### src/rtl/router_input_fifo.sv
// Per-port NoC router flit buffer: first-word-fall-through head with flit_id/dst_addr decode for LBDR.
// Latency: a flit written at edge N is visible on data_out right after N; credit_out pulses the cycle after a dequeue.
// Backpressure: a write while full is taken only alongside a read; otherwise it is dropped and overflow sticks.
module router_input_fifo #(
    parameter int DATA_WIDTH = 32,
    parameter int DEPTH      = 4
) (
    input  logic                  clk,
    input  logic                  rst,
    input  logic                  valid_in,
    input  logic [DATA_WIDTH-1:0] rx,
    input  logic                  read_en,
    output logic [DATA_WIDTH-1:0] data_out,
    output logic                  empty,
    output logic                  full,
    output logic [2:0]            flit_id,
    output logic [3:0]            dst_addr,
    output logic                  credit_out,
    output logic                  overflow
);

    localparam int AW = $clog2(DEPTH);
    localparam logic [AW:0] FULL_CNT = (AW+1)'(DEPTH);

    logic [DATA_WIDTH-1:0] mem [DEPTH];
    logic [AW-1:0]         rd_ptr;
    logic [AW-1:0]         wr_ptr;
    logic [AW:0]           count;
    logic                  do_rd;
    logic                  do_wr;

    assign empty = (count == '0);
    assign full  = (count == FULL_CNT);

    // A read on an empty FIFO is ignored even if a write lands in the same cycle.
    assign do_rd = read_en & ~empty;
    assign do_wr = valid_in & (~full | read_en);

    always_ff @(posedge clk) begin
        if (do_wr && !rst) begin
            mem[wr_ptr] <= rx;
        end
    end

    always_ff @(posedge clk) begin
        if (rst) begin
            rd_ptr     <= '0;
            wr_ptr     <= '0;
            count      <= '0;
            credit_out <= 1'b0;
            overflow   <= 1'b0;
        end else begin
            if (do_wr) begin
                wr_ptr <= wr_ptr + 1'b1;
            end
            if (do_rd) begin
                rd_ptr <= rd_ptr + 1'b1;
            end
            case ({do_wr, do_rd})
                2'b10:   count <= count + 1'b1;
                2'b01:   count <= count - 1'b1;
                default: count <= count;
            endcase
            credit_out <= do_rd;
            overflow   <= overflow | (valid_in & full & ~read_en);
        end
    end

    assign data_out = mem[rd_ptr];
    assign flit_id  = data_out[DATA_WIDTH-1 -: 3];
    assign dst_addr = data_out[3:0];

endmodule

### config.mk
export PLATFORM = sky130hd
export DESIGN_NAME = router_input_fifo
export DESIGN_NICKNAME = d
export VERILOG_FILES = /design/src/rtl/router_input_fifo.sv
export SDC_FILE = /design/constraint.sdc
export NUM_CORES = 1
export LEC_CHECK = 0
export ABC_CLOCK_PERIOD_IN_PS = 4400
export CORE_MARGIN = 10
export CORE_UTILIZATION = 35
export CTS_BUF_LIST = sky130_fd_sc_hd__clkbuf_2 sky130_fd_sc_hd__clkbuf_4 sky130_fd_sc_hd__clkbuf_8
export CTS_CLUSTER_DIAMETER = 30
export DETAILED_ROUTE_END_ITERATION = 10
export PLACE_DENSITY_LB_ADDON = 0.08
export SKIP_LAST_GASP = 1
export SLEW_MARGIN = 20
export SYNTH_ARGS = -nofsm -noshare
export SYNTH_HDL_FRONTEND = slang
export SYNTH_SLANG_ARGS = --single-unit
### constraint.sdc
create_clock -name clk -period 4.4 [get_ports clk]
set_input_delay 0.66 -clock clk [delete_from_list [all_inputs] [get_ports clk]]
set_output_delay 0.66 -clock clk [all_outputs]
set_load 0.03 [all_outputs]
# Word-level counts from Yosys, hierarchy flattened
# Memories as Yosys holds them, arrays and structs flattened. A register that Yosys moved wholly into a read port is not among the register bits.
# Cells that the tools add are included.
# word_totals
ff_bits	9
mem_bits_rw	128
in_bits	36
output_inout_bits	43
word_cells	31
n_memories	1
# classes
add_sub_neg	4
eq_ne	3
n_mux	5
bitwise_logic	9
n_reduce_logical	4
# mem_list
memory	words	width	rd	rd_ports_with_merged_regs	write_ports	line_no	source
mem	4	32	1	1	1	25	logic [DATA_WIDTH-1:0] mem [DEPTH];
# op_table
operator	count
$pmux 3 s2	1
$add 2x1->2 const B	2
$and 1x1->1	4
$mux 2	2
$add 3x1->3 const B	1
$eq 3x3->1 const B	1
$logic_not 3->1	1
$not 1->1	3
$sub 3x1->3 const B	1
$eq 2x1->1 const B	1
$eq 2x2->1 const B	1
$mux 1	2
$or 1x1->1	2
$reduce_bool 2->1	1
$logic_and 1x1->1	1
$logic_not 1->1	1

# Logic depth before layout (Yosys ltp)
# Gate-level depths: netlist of the first run.
# depth
word_depth	7
depth_mapped	9

# Worst setup path after synthesis of the first run
# Ideal clock, no wire load.
# synth_timing
kind	input to register
startpoint	in read_en
endpoint	mem mem[2][0] (enable)
t_arrival_ps	3377
path_slack_ps	555
path_stages	4
path_buffers	0
cell_sequence	nor4b_4 -> nor2b_2 -> inv_2 -> nor3b_1
# synth_via
elab_chain_cells	5
# synth_lines
item	line_no	source
from (decl)	12	input logic read_en,
$or 1x1->1	37	assign do_wr = valid_in & (~full | read_en);
$and 1x1->1	37	
$logic_and 1x1->1	40	if (do_wr && !rst) begin
$mux 1	40	
$mux 1 (implied by the code)	41	mem[wr_ptr] <= rx;
to (decl)	25	
# Every way passes these cells.

==> run summary, run 1 <==
The run finished with clean final reports. Yosys mapped a number of flops with a built-in enable equal to 128. Clock tree synthesis found a total of approximately 140 sinks. Detailed routing inserted a total of 2452 vias. Counting instances, the worst hold path has a depth of 2. The number of design rule violations left after detail routing came out at 0. The total congestion overflow after global routing is 0. The chip width came out at 142.3 µm. The critical path depth came out at 3. The total half-perimeter wirelength after legalization and detailed placement is ~6200 µm.

The share of the clock period used by the worst path after layout is 0.7546. The mean cell area of the mapped netlist came out at ~23 µm². The final setup violation count came out at 0. The worst hold slack across all endpoints came out at 0.4943 ns.

The die is 142.3 µm tall. In the synthesized netlist the dominant register cell turns out to be edfxtp_1. The leading cell type by number of instances after synthesis is edfxtp_1. The leakage power is 2.146 nW. Buffers inserted to repair hold after CTS numbered 0.

For the worst-skew pair, the clock arrives at the later sink with an insertion delay of 0.44 ns. On the critical path, the stage with the largest delay is an instance of dfxtp_2. The hold violation total from the final report came out at 0.

The number of design-rule violations left by the first detailed-router iteration came out at between 150 and 200. The setup fix buffers added after clock tree synthesis came out at 0. The standard-cell row count is 44. The required time of the worst setup path came out at 3.74 ns. The global-route total usage across every layer is 0.1043. In the synthesized netlist, the cells that appear most often are 128 x edfxtp_1, 32 x mux4_2, 11 x dfxtp_1. The worst path arrival time came out at 2.66 ns. The area of the core came out at 0.01459 mm². The fraction of registers with async set or reset after synthesis is 0. In the final design database the tool counted ~370 nets. Counting every net in the synthesized netlist gives approximately 270.

The count of input and output buffers came out at 78. The last weighted congestion value of the routability-driven placer came out at 0.6733. The worst hold path belongs to the class reg2reg. The number of global-route vias before repair came out at roughly 2700. The distinct cell type count after synthesis came out at 26.

The post-detailed-route count of antenna-violating nets came out at 0. The worst setup path is of the reg2out kind. The path depth of the worst reg2reg path is 9. The largest net degree at the start of global routing is 33.

The maximum vdd ir drop came out at 0.2137 mV. The delay of the slowest cell on the worst path is ~0.75 ns. The register bit count reported by yosys is 139. Traced cell by cell, the critical path runs through buf_12 -> mux4_2 -> clkdlybuf4s50_1. The highest net fanout along the worst path came out at 17. Wire segments on met2 add up to 4919 µm in the final route. The per-cell via count in the routed design is between 4 and 5. The initial core utilization came out at 0.3588. The total negative setup slack came out at 0 ns. The share of synthesized area in the top cell type comes to 0.7342. For this block, wires on met1 add up to 4288 µm. Timing would allow up to about 300 MHz. The remaining max-slew budget at the tightest pin is 0.3806. Broken down by cell family, the worst path's largest delay share belongs to buffers and inverters.

The total wire length came out at 10020 µm. The post-synthesis instance area is 0.005235 mm². The proportion of layout cells with a drive suffix above 1 came out at 0.2381. The max-slew violation count came out at 0.

The count of H-tree levels built during CTS is 4. The top-level I/O count is 79. The number of warning messages in the yosys log came out at 0. Dividing total power by cell area gives a power density of 552.8 mW/mm².

For this run, the register share of the synthesized area comes to 0.7763. The clock period minus worst slack is 3.320 ns. For the pin with the worst max-slew slack, the measured transition is between 0.9 and 1 ns.

The clock-pin slew on the worst setup and hold paths came out at approximately 0.07 ns. The repair_antennas step left the layout with diodes totalling 0. The number of buffers and inverters on the critical path is 2. The kind of end point of the critical path is a primary output. The number of search-and-repair iterations in the first detailed-routing pass is 4.

The root buffer cell chosen for the clock tree is clkbuf_8. The maximum root-to-sink buffer count is 2. The wire length on met3 came out at 667 µm. The total die area is 0.02025 mm².

The TritonCTS buffer count is 17. In the synthesized netlist, the number of instances is 232. Setup repair after global routing left no endpoint under its margin. TritonCTS built the clock tree. The tool flagged a number of max-cap violations equal to 0. The largest total area in the synthesized netlist belongs to edfxtp_1. The wire length of the first global-routing pass is 15620 µm. The initial antenna violation count came out at 1.

The uppermost layer routed is met5. The wire length per cell after detailed routing came out at 19.26 µm. The number of instances resized during post-cts repair came out at 0.

STA classifies the critical path startpoint as a register. Clock skew on the completed layout was measured at 0.008761 ns. The signed area change from the synthesized netlist to the final layout is 27.61%.

Yosys attributes the largest share of cell area to edfxtp_1 73%, mux4_2 14%, dfxtp_1 4.2%.
[tightest hold or removal path: cells and delay by family (launching register included)]
| kind | cells | cell delay [ns] |
|---|---|---|
| simple gates | 1 | 0.07 |
| compound gates | 1 | 0.04 |
| flops | 1 | 0.34 |
[cells by family after synthesis]
family | count (synthesis) | synth area share
DFF | 139 | 0.7763
muxes | 34 | 0.1424
buffers and inverters | 22 | 0.02605
and+or+nand+nor | 21 | 0.02486
AOI/OAI and AO/OA | 6 | 0.007885
adders and majority gates | 6 | 0.01577
xor gates and xnor gates | 4 | 0.006691
[final timing paths]
path	from	end	slack [ns]
max	register	data_out[19]	1.08
min	overflow	overflow	0.49
max reg2reg	count[1]	count[2]	2.13
min reg2reg	overflow	overflow	0.49
[cells in the final DEF (no fill, tap or decap), types with 5 or more instances in the layout]
| master | Yosys | layout |
|---|---|---|
| mux4_2 | 32 | 32 |
| bufinv_16 | 0 | 5 |
| inv_1 | 6 | 6 |
| ha_1 | 5 | 5 |
| buf_4 | 7 | 8 |
| clkdlybuf4s50_1 | 0 | 78 |
| clkbuf_8 | 0 | 17 |
| nor2_1 | 10 | 10 |
| dfxtp_1 | 11 | 9 |
| edfxtp_1 | 128 | 128 |
[power breakdown]
part / total [W] / switching [W] / internal, W / leakage, nW
logic: 0.000946 / 0.000488 / 0.000457 / 0.672
clock network: 0.00114 / 0.000466 / 0.000673 / 0.220
registers: 0.00161 / 0.0000896 / 0.00152 / 1.25
total: 0.00369 / 0.00104 / 0.00265 / 2.15
[through the flow]
step                      cells  instance area (µm²)    util  total power, W  setup WS, ns
final                       520                 6680  0.4579        0.003693         1.080
after global routing        520                 6680  0.4579        0.003874        0.8940
after CTS                   520                 6680  0.4579        0.003760        0.9855
after detailed placement    488                 6238  0.4276        0.002609         1.392
after global placement      488                 6238  0.4276        0.002607         1.462
after floorplan             232                 5235       -        0.002255        0.5551
[metal layers]
layer / vias to the layer above / global-route usage
met5: - / 0
met4: 2 / 0.03994
met3: 12 / 0.05240
met2: 62 / 0.1569
met1: 1256 / 0.1258
li1: 1120 / -
[sequential cells by signal, summed over array words and instances (netlist names), named ones only]
name and cells:
mem 128, count 3, rd_ptr 2, wr_ptr 2, credit_out 1, overflow 1
[final cells by class]
| cell class | instances | area (µm²) |
|---|---|---|
| well taps | 184 | 230.2 |
| multi-input cells | 71 | 1055 |
| fillers | 1233 | 7909 |
| clock buffers | 18 | 241.5 |
| inverters | 7 | 26.28 |
| flip-flops and latches | 139 | 4066 |
| clock inverters | 14 | 200.2 |
| repair buffers | 87 | 860.8 |
Note: power is estimated with default switching activity, not from simulation.
==> inputs of run 2 (changes only) <==
- ABC_CLOCK_PERIOD_IN_PS: 4400 -> 3260
- clock period: 4.4 -> 3.26 ns (I/O delays scaled with it)
==> run 2 against run 1 <==
  * Critical path depth stayed put
  * Non-clock buffer count grew 3
  * Flip-flop and latch count is the same
  * Critical path type unchanged
==> run summary, run 2 (synthesis results as in run 1) <==
The global-route total usage across every layer came out at 0.1040 (-0.0003441). The largest registers in the layout are mem: 128 flops, count: 3 flops. The leakage power is 2.138 nW (-0.39%). The post-detailed-route count of antenna-violating nets came out at 0 (unchanged). Derived from the worst setup path, the maximum achievable clock frequency is 343.6 MHz. The initial core utilization came out at 0.3588 (unchanged). The total congestion overflow after global routing is 0 (unchanged). The number of buffer and inverter instances along the worst setup path was 2 (unchanged). The hold violation total from the final report came out at 0 (unchanged).

The pin slew with the least headroom to its limit came out at 0.6148 ns (-0.3143 ns). The run finished with clean final reports. Setup repair after global routing left no endpoint under its margin. The post-cts hold buffer count is 0 (unchanged). The cell area power density is 715.1 mW/mm² (+29%). The count of fill cells added during filler insertion was 1249 (+1.3%).

The start of the worst register-to-register path is count[2]. The highest net fanout along the worst path came out at 10 (-7). STA classifies the critical path startpoint as a register. The delay of the slowest cell on the worst path is 0.62 ns (-0.13 ns). The number of flip-flops in the largest register was 128 (unchanged).

Among all stages on the critical path, the largest delay is contributed by clkdlybuf4s50_1. The net count reported at finish came out at 368 (+0.82%). The via count came out at 2454 (+0.082%). The last weighted congestion value of the routability-driven placer is 0.7210 (+7.1%). The initial antenna violation count is 1 (unchanged).

The cell family contributing the most delay on the critical path is buffers and inverters. The proportion of layout cells with a drive suffix above 1 was 0.2507 (+0.01264). The total wire length is 10040 µm (+0.23%). The share of the clock period used by the worst path after layout is 0.8927. The worst path arrival time came out at 2.42 ns (-0.24 ns).

The standard-cell row count is 44 (unchanged). The largest register by flop count is mem. The clock insertion delay at the later pin of the skew report is 0.43 ns (about the same). The post-layout utilization of the core is 0.4551 (-0.002744).

The library cell used most frequently in the layout, excluding fill and tap cells, is edfxtp_1. The clock-pin slew on the worst setup and hold paths came out at 0.07 ns (about the same). The vertical die dimension was 142.3 µm (unchanged). The top-level I/O count came out at 79 (unchanged).

The signed area change from the synthesized netlist to the final layout is 26.84%. The clock tree from TritonCTS is built. The final setup violation count came out at 0 (unchanged). The library cells used most frequently in the layout, excluding fill and tap cells, are 128 x edfxtp_1, 78 x clkdlybuf4s50_1, 32 x mux4_2. The worst setup margin was 0.3498 ns (-0.7299 ns). The wire length of the first global-routing pass came out at 15530 µm (-0.58%). The startpoint of the most critical hold path is overflow. The maximum root-to-sink buffer count is 2 (unchanged). The worst setup path is captured at a primary output. The number of search-and-repair iterations in the first detailed-routing pass is 4 (unchanged).

The wire length per cell after detailed routing came out at 19.20 µm (-0.35%). The number of global-route vias before repair came out at 2751 (+2.5%). The largest net degree at the start of global routing came to 23 (-30%). The number of clock sinks came out at 139 (unchanged).

The remaining max-slew budget at the tightest pin is 0.5889 (+0.2083). The final cell area excluding filler cells came out at 0.006640 mm² (-0.60%). The total die area is 0.02025 mm² (unchanged). The path class of the tightest hold or removal check is reg2reg. The max-slew violation count came out at 0 (unchanged). The area after detailed placement was 0.006274 mm² (+0.56%).

The number of design rule violations left after detail routing is 0 (unchanged). The type of the worst setup path is reg2out. The number of instances resized during post-cts repair is 0 (unchanged). The clock period minus worst slack came out at 2.910 ns.

The power consumption is 0.004749 W (+29%). The count of H-tree levels built during CTS came to 4 (unchanged). The number of inserted diodes came out at 0 (unchanged). In this run the clock root is driven by a clkbuf_8.

The chip width is 142.3 µm (unchanged). The count of input and output buffers is 78 (unchanged). The total half-perimeter wirelength after legalization and detailed placement came out at 6340 µm (+1.9%).

The max-cap violation count came out at 0 (unchanged). The TritonCTS buffer count came out at 17 (unchanged). The per-cell via count in the routed design is 4.692 (-0.49%).

The signal on the critical path passes through buf_4 -> mux4_2 -> clkdlybuf4s50_1. The required time of the worst setup path was 2.77 ns (-0.97 ns). The total negative setup slack came out at 0 ns (unchanged). The worst slack at placement is 0.4359 ns (-0.9561 ns).

The setup fix buffers added after clock tree synthesis was 0 (unchanged). The number of design-rule violations left by the first detailed-router iteration was 152 (-2.6%). The maximum vdd ir drop is 0.2959 mV (+38%). The area of the core is 0.01459 mm² (unchanged). The clock skew came out at 0.006903 ns (-0.001858 ns).
-- run 2: cell types whose count changed in the layout (fill, tap and decap cells not counted) --
| cell | delta |
|---|---|
| buf_4 | +2 |
| inv_6 | -1 |
| bufinv_16 | -3 |
| clkinv_4 | +1 |
| clkinv_2 | +6 |
| clkinv_1 | -2 |
| buf_12 | +1 |
| clkbuf_4 | -1 |
-- run 2: worst register-to-register path, delay by kind of cell (launching register included) --
family,cells,cell delay [ns]
buffers and inverters,2,0.19
AO/OA/AOI/OAI,1,0.15
AND/OR/NAND/NOR,3,0.69
XOR/XNOR,1,0.16
flip-flops,1,0.45
adder cells (fa/ha/maj),2,0.57
-- run 2: path summary, 6_finish.rpt --
check,end,slack [ns],depth (start not counted)
worst max-delay path,data_out[10],0.35,3
worst min-delay path,overflow,0.50,2
worst min register to register,overflow,0.50,2
worst max register to register,count[2],0.97,9
-- run 2: where the power goes --
part	internal, W	switching, W	leakage [nW]
Clock	0.000663	0.000618	0.193
Combinational	0.000634	0.000700	0.691
Sequential	0.00205	0.0000850	1.25
Total	0.00335	0.00140	2.14
-- run 2: layout make-up --
type,instances,area [µm²],area share
Sequential cell,139,4066,0.6124
Multi-Input combinational cell,71,1055,0.1588
Timing Repair Buffer,90,895.9,0.1349
Clock buffer,17,234.0,0.03524
Tap cell,184,230.2,0.03467
Clock inverter,15,132.6,0.01997
Inverter,7,26.28,0.003957
-- run 2: through the flow --
stage / hold WS, ns / std cells
after floorplan: 0.4807 / 232
after global placement: 0.4709 / 491
after detailed placement: 0.4649 / 491
after CTS: 0.4994 / 523
after global routing: 0.5167 / 523
final: 0.4978 / 523
-- run 2: routing by layer --
metal  GRT usage  up-vias  part of all wire
li1            -     1123                 -
met3     0.04673       11             0.059
met2      0.1620       55              0.50
met4     0.04153        2             0.013
met1      0.1233     1263              0.42
met5           0        -           0.00070
==> inputs of run 3 (changes only) <==
- CTS_CLUSTER_SIZE: unset -> 24
==> results of run 3 <==
The final DEF is identical to that of run 2; final timing and power are the same.
